$ cat src/rtl/mux_rr_arbiter.sv
// mux_rr_arbiter: round-robin arbiter/sequencer sharing a 4:1 registered mux among four requesters.
// Define MUX_ARB_BURST_EN to let a winner keep its grant for up to MAX_BURST back-to-back transfers.
module mux_rr_arbiter #(
  parameter int WIDTH     = 8,
  parameter int MUX_LAT   = 1,
  parameter int MAX_BURST = 4
) (
  input  logic             clk,
  input  logic             rstn,
  input  logic [3:0]       req,
  output logic [3:0]       gnt,
  output logic [1:0]       sel_i,
  output logic             enb,
  input  logic [WIDTH-1:0] mux_out,
  output logic             rsp_valid,
  output logic [1:0]       rsp_id,
  output logic [WIDTH-1:0] rsp_data,
  output logic             busy
);
  typedef enum logic [1:0] {IDLE, ISSUE, WAIT, RSP} state_t;
  if (MUX_LAT < 1 || MUX_LAT > 4 || MAX_BURST < 1) begin : g_bad_param
    $error("mux_rr_arbiter: MUX_LAT must be 1..4 and MAX_BURST >= 1");
  end
  state_t           state_q, state_d;
  logic [1:0]       ptr_q, ptr_d, sel_q, sel_d, cnt_q, cnt_d, rsp_id_q, rsp_id_d;
  logic [1:0]       base, win, idx;
  logic [3:0]       gnt_q, gnt_d, cand;
  logic [WIDTH-1:0] rsp_data_q, rsp_data_d;
  logic             found, keep;
`ifdef MUX_ARB_BURST_EN
  localparam int BW = $clog2(MAX_BURST + 1);
  logic [BW-1:0] bcnt_q, bcnt_d;
`endif
  assign gnt       = gnt_q;
  assign sel_i     = sel_q;
  assign enb       = state_q == ISSUE;
  assign rsp_valid = state_q == RSP;
  assign rsp_id    = rsp_id_q;
  assign rsp_data  = rsp_data_q;
  assign busy      = state_q != IDLE;
  always_comb begin
`ifdef MUX_ARB_BURST_EN
    keep   = state_q == RSP && req[sel_q] && bcnt_q < BW'(MAX_BURST - 1);
    cand   = req;
    bcnt_d = bcnt_q;
`else
    keep = 1'b0;
    cand = req & ~(state_q == RSP ? gnt_q : 4'b0);
`endif
    // after a transfer the search restarts just past the served requester
    base  = state_q == RSP ? sel_q + 2'd1 : ptr_q;
    found = 1'b0;
    win   = base;
    idx   = base;
    for (int k = 3; k >= 0; k--) begin
      idx = base + 2'(k);
      if (cand[idx]) begin
        found = 1'b1;
        win   = idx;
      end
    end
    state_d    = state_q;
    ptr_d      = ptr_q;
    gnt_d      = gnt_q;
    sel_d      = sel_q;
    cnt_d      = cnt_q;
    rsp_id_d   = rsp_id_q;
    rsp_data_d = rsp_data_q;
    case (state_q)
      IDLE: if (found) begin
        state_d = ISSUE;
        gnt_d   = 4'b1 << win;
        sel_d   = win;
      end
      ISSUE: begin
        state_d = WAIT;
        cnt_d   = 2'(MUX_LAT - 1);
      end
      WAIT: if (cnt_q == 2'd0) begin
        state_d    = RSP;
        rsp_data_d = mux_out;
        rsp_id_d   = sel_q;
      end else cnt_d = cnt_q - 2'd1;
      default: if (keep) begin
        state_d = ISSUE;
`ifdef MUX_ARB_BURST_EN
        bcnt_d = bcnt_q + BW'(1);
`endif
      end else begin
        ptr_d   = sel_q + 2'd1;
`ifdef MUX_ARB_BURST_EN
        bcnt_d = '0;
`endif
        state_d = found ? ISSUE : IDLE;
        gnt_d   = found ? 4'b1 << win : 4'b0;
        sel_d   = found ? win : sel_q;
      end
    endcase
  end
  always_ff @(posedge clk) begin
    if (!rstn) begin
      state_q    <= IDLE;
      ptr_q      <= '0;
      gnt_q      <= '0;
      sel_q      <= '0;
      cnt_q      <= '0;
      rsp_id_q   <= '0;
      rsp_data_q <= '0;
`ifdef MUX_ARB_BURST_EN
      bcnt_q     <= '0;
`endif
    end else begin
      state_q    <= state_d;
      ptr_q      <= ptr_d;
      gnt_q      <= gnt_d;
      sel_q      <= sel_d;
      cnt_q      <= cnt_d;
      rsp_id_q   <= rsp_id_d;
      rsp_data_q <= rsp_data_d;
`ifdef MUX_ARB_BURST_EN
      bcnt_q     <= bcnt_d;
`endif
    end
  end
endmodule

$ cat config.mk
export PLATFORM = sky130hd
export DESIGN_NAME = mux_rr_arbiter
export DESIGN_NICKNAME = d
export VERILOG_FILES = /design/src/rtl/mux_rr_arbiter.sv
export SDC_FILE = /design/constraint.sdc
export NUM_CORES = 1
export LEC_CHECK = 0
export ABC_AREA = 0
export BUFFER_PORTS_ARGS = -buffer_cell sky130_fd_sc_hd__buf_2
export CAP_MARGIN = 40
export CORE_MARGIN = 2
export CORE_UTILIZATION = 55
export CTS_CLUSTER_DIAMETER = 200
export DETAILED_ROUTE_END_ITERATION = 10
export PLACE_DENSITY = 0.85
export SLEW_MARGIN = 10
export SYNTH_ARGS = -nofsm -noshare
export SYNTH_HDL_FRONTEND = slang
export SYNTH_SLANG_ARGS = --single-unit
export TNS_END_PERCENT = 50
$ cat constraint.sdc
create_clock -name clk -period 2.9 [get_ports clk]
set_input_delay 0.145 -clock clk [delete_from_list [all_inputs] [get_ports clk]]
set_output_delay 0.145 -clock clk [all_outputs]
set_load 0.01 [all_outputs]
==> summary by stage <==
Job
The tool flagged a number of max-cap violations equal to 0.

Drt
For this block, wires on met1 add up to 1.14 mm. After detailed routing, the number of remaining DRC violations is 0. The amount of wire on met2 after detailed routing is roughly 1.4 mm. The count of nets left with antenna violations once routing finished came out at 0.

The detailed-route wire length per cell is between 10 and 15 um. The sum of met3 wire segment lengths after detailed routing is between 100 and 150 um. The total vias in the final route is 1155.

The number of design-rule violations left by the first detailed-router iteration is 18. The number of optimization iterations in the first detailed-route pass is 4. The final layout contains routed wiring with a total length of ~2.6 mm.

The mean number of vias per cell is between 5 and 6. The highest metal layer used by the detailed router is met4.

CTS
The clock latency reported for the late side of the worst-skew pair is roughly 310 ps. The number of hold buffers added after CTS is 0. The post-CTS setup repair buffer count is 0. The number of CTS-inserted buffers is 3. The clock tree root buffer cell is sky130_fd_sc_hd__clkbuf_4. CTS saw 22 sinks. Post-CTS repair changed the size of 0 cells. The TritonCTS clock tree is yes. Clock-pin slew was measured on the worst setup and hold paths at 130 ps. The number of H-tree levels is 1. The clock passes through at most 2 buffers.

Power
The switching power is around 0.51 mW. Of the total power, registers draw 0.350. The clock power share is 0.188. Power spread over the standard cell area amounts to slightly below 900 nW/um2.

The total leakage power is 0.621 nW. The share of total power dissipated in combinational logic is 0.463. Of the total power, the share spent switching nets is 0.406. VDD sags by at most 604 uV. The internal power of the cells totals 0.749 mW.

Timing
The worst-case clock skew is 6.50 ps. The routed design could run at a clock period as short as 2040 ps. In the final timing run, aggregate negative setup slack is 0 ps. The max-slew violation total from the final report is 0.

The total count of hold-check failures in the final report is 0. Once routing completed, OpenROAD measured the worst setup slack at between 800 and 900 ps. At the pin with the least slew margin, the transition time is 492 ps. Dividing the final minimum period by the clock period gives 0.703. The total setup violations reported at the end of the flow is 0. Derived from the worst setup path, the maximum achievable clock frequency is around 490 MHz. Setup repair after global routing left no endpoint under its margin. In this run the tightest slew margin relative to its limit is 0.668.

Setup path
The worst register-to-register path ends at gnt[3]. The worst register-to-register path has a depth of 6. The type of element capturing the critical path is a flop. The critical path is of the reg2reg type. For the worst setup path, the data required time is 3160 ps.

The setup check on the worst reg-to-reg path leaves a slack of about 860 ps. The startpoint identified for the worst register-to-register timing path is state_q[0]. Of all nets on the critical path, the largest fanout is 11. The worst setup path is launched from a flop. Data arrives at the worst endpoint at ~2300 ps.

Placement
Input and output buffers added on the ports amount to 32. The congestion estimate from routability-driven global placement came to 0.950. The post-DP HPWL is 2.01 mm. After detailed placement, the design holds a cell count of roughly 200. The worst setup slack before clock tree synthesis is 917 ps. The placed instance area is around 1400 um2.

Synth
Counting distinct cell types in the post-synthesis netlist gives 39. In this run the mean area of a mapped cell was 8.49 um2. The biggest area consumer among synthesized cells is sky130_fd_sc_hd__dfxtp_1. The portion of synthesized cell area occupied by the leading cell type is 0.360. The share of synthesized area occupied by flip-flops and latches is 0.360.

Sorting the synthesized cells by area gives the leading types as sky130_fd_sc_hd__dfxtp_1, sky130_fd_sc_hd__nand2_1, sky130_fd_sc_hd__a21boi_0. The synthesized netlist occupies a cell area of 1220 um2. The number of nets in the synthesized netlist is between 150 and 200. The number of register bits inferred by synthesis is 22.

The synthesis warning total is 0. The count of mapped cells out of synthesis is between 100 and 150.

Global route
The all-layer global routing usage is 0.227. The maximum number of pins on one net before global-route repair is 24. The first global-routing pass estimated around 4.6 mm of wire. The global-route congestion overflow total is 0. The number of antenna violations at the first check in global routing is 0. The number of global-route vias before repair is 1083.

Worst hold path
The origin of the worst min-delay path is mux_out[4]. For hold timing, the worst endpoint is rsp_data[4]. In this run the worst hold path is classified as in2reg. The worst hold path passes through 3 cells.

Finish
In the final layout, the share of cells above drive strength 1 is 0.251. The number of antenna diodes in the final layout is 0. The number of inserted filler cells in the final layout is 185. The top cell types in the final layout, fill and taps aside, are sky130_fd_sc_hd__nand2_1, sky130_fd_sc_hd__buf_2, sky130_fd_sc_hd__dfxtp_1, sky130_fd_sc_hd__a21boi_0, sky130_fd_sc_hd__inv_1.

The signed area change from the synthesized netlist to the final layout is 18.6%. The finished layout cell area is 1450 um2. The net count reported at finish is 196. Leaving out fill and tap cells, the most frequent cell in the layout is sky130_fd_sc_hd__nand2_1. Once layout is complete, the cells apart from fillers number 203.

Die
The die area is 2620 um2. The row count is 17. 33 I/O pins were placed. The area inside the core boundary is 2150 um2. From left edge to right edge, the die measures 51.1 um. The initial core utilization is 0.569.

The vertical extent of the die is approximately 51 um.

Run status
The flow ran to the end, and the final reports show no timing, DRC or antenna violations.
worst max path at each step:
stage,depth (start not counted),startpoint,end,slack (ps)
detailed placement,6,state_q[0],gnt[3],920
finish,6,state_q[0],gnt[3],860
floorplan,7,state_q[0],gnt[3],1140
CTS,6,state_q[0],gnt[3],880
global placement,6,state_q[0],gnt[3],1030
global route,6,state_q[1],gnt[1],720
power groups by stage:
stage | logic (mW) | registers, mW | clock network, mW
after floorplan | 0.403 | 0.460 | 0
after global placement | 0.567 | 0.444 | 0
after detailed placement | 0.582 | 0.449 | 0
after CTS | 0.586 | 0.442 | 0.239
after global routing | 0.648 | 0.452 | 0.248
final | 0.583 | 0.441 | 0.237
per-stage QoR:
stage,hold WS [ps],utilization,total power [mW]
finish,62.6,0.675,1.26
floorplan,290,-,0.863
CTS,66.6,0.675,1.27
detailed placement,407,0.651,1.03
global route,81.5,0.675,1.35
global placement,395,0.651,1.01
synthesized netlist by cell type:
master and n:
sky130_fd_sc_hd__a32o_1 2, sky130_fd_sc_hd__a21oi_2 3, sky130_fd_sc_hd__o221ai_1 1, sky130_fd_sc_hd__and2_4 1, sky130_fd_sc_hd__a2111oi_4 1, sky130_fd_sc_hd__a21bo_2 1
sky130_fd_sc_hd__a211o_1 1, sky130_fd_sc_hd__o211a_1 1, sky130_fd_sc_hd__o32ai_1 1, sky130_fd_sc_hd__nand3b_1 1, sky130_fd_sc_hd__nor3b_1 1, sky130_fd_sc_hd__dfxtp_1 22
sky130_fd_sc_hd__o2bb2ai_1 1, sky130_fd_sc_hd__o32ai_2 1, sky130_fd_sc_hd__o31a_1 1, sky130_fd_sc_hd__and2_1 4, sky130_fd_sc_hd__buf_2 1, sky130_fd_sc_hd__xnor2_1 1
sky130_fd_sc_hd__nor2_1 3, sky130_fd_sc_hd__nand2_1 34, sky130_fd_sc_hd__o31ai_1 1, sky130_fd_sc_hd__nand2b_1 4, sky130_fd_sc_hd__o22ai_1 2, sky130_fd_sc_hd__a21oi_1 2
sky130_fd_sc_hd__and3_1 1, sky130_fd_sc_hd__mux2i_1 1, sky130_fd_sc_hd__and2b_1 1, sky130_fd_sc_hd__a31oi_1 3, sky130_fd_sc_hd__o21ai_0 3, sky130_fd_sc_hd__nor2b_1 5
sky130_fd_sc_hd__clkbuf_1 4, sky130_fd_sc_hd__a221oi_1 1, sky130_fd_sc_hd__ha_1 6, sky130_fd_sc_hd__a211oi_1 2, sky130_fd_sc_hd__o41ai_2 1, sky130_fd_sc_hd__nand3_1 2
sky130_fd_sc_hd__a21boi_0 14, sky130_fd_sc_hd__a21boi_1 1, sky130_fd_sc_hd__inv_1 8
registers in the layout, indices dropped and copies added (netlist names):
signal	cells
state_q	2
sel_i	2
rsp_id	2
rsp_data	8
gnt	4
cnt_q	2
ptr_q	2
cells by family after synthesis:
group	after synthesis	share of synthesized area
simple gates	57	0.219
compound gates	44	0.303
flops	22	0.360
buf+inv	13	0.0409
fa+ha+maj	6	0.0614
xor+xnor	1	0.00717
mux	1	0.00819
routing by layer:
layer  track usage  vias to the layer above
met5             0                        -
met4        0.0721                        0
met3        0.0351                        4
met2         0.433                       39
met1         0.252                      546
li1              -                      566
critical path: stages, from the launching register on:
cell and delay (ps):
sky130_fd_sc_hd__dfxtp_1 370, sky130_fd_sc_hd__ha_1 340, sky130_fd_sc_hd__a21boi_0 430, sky130_fd_sc_hd__a21oi_1 90, sky130_fd_sc_hd__o31a_1 320, sky130_fd_sc_hd__a21oi_2 240
sky130_fd_sc_hd__a32o_1 210
final cells by class:
class	instances	area [um2]	share of cell area
clock buffer	3	22.5	0.0155
clock inverter	1	30.0	0.0207
inverter	8	30.0	0.0207
multi-input combinational	109	732	0.505
sequential	22	440	0.304
tap	28	35.0	0.0242
timing repair buffer	32	160	0.110
(Power assumes the default switching activity.)
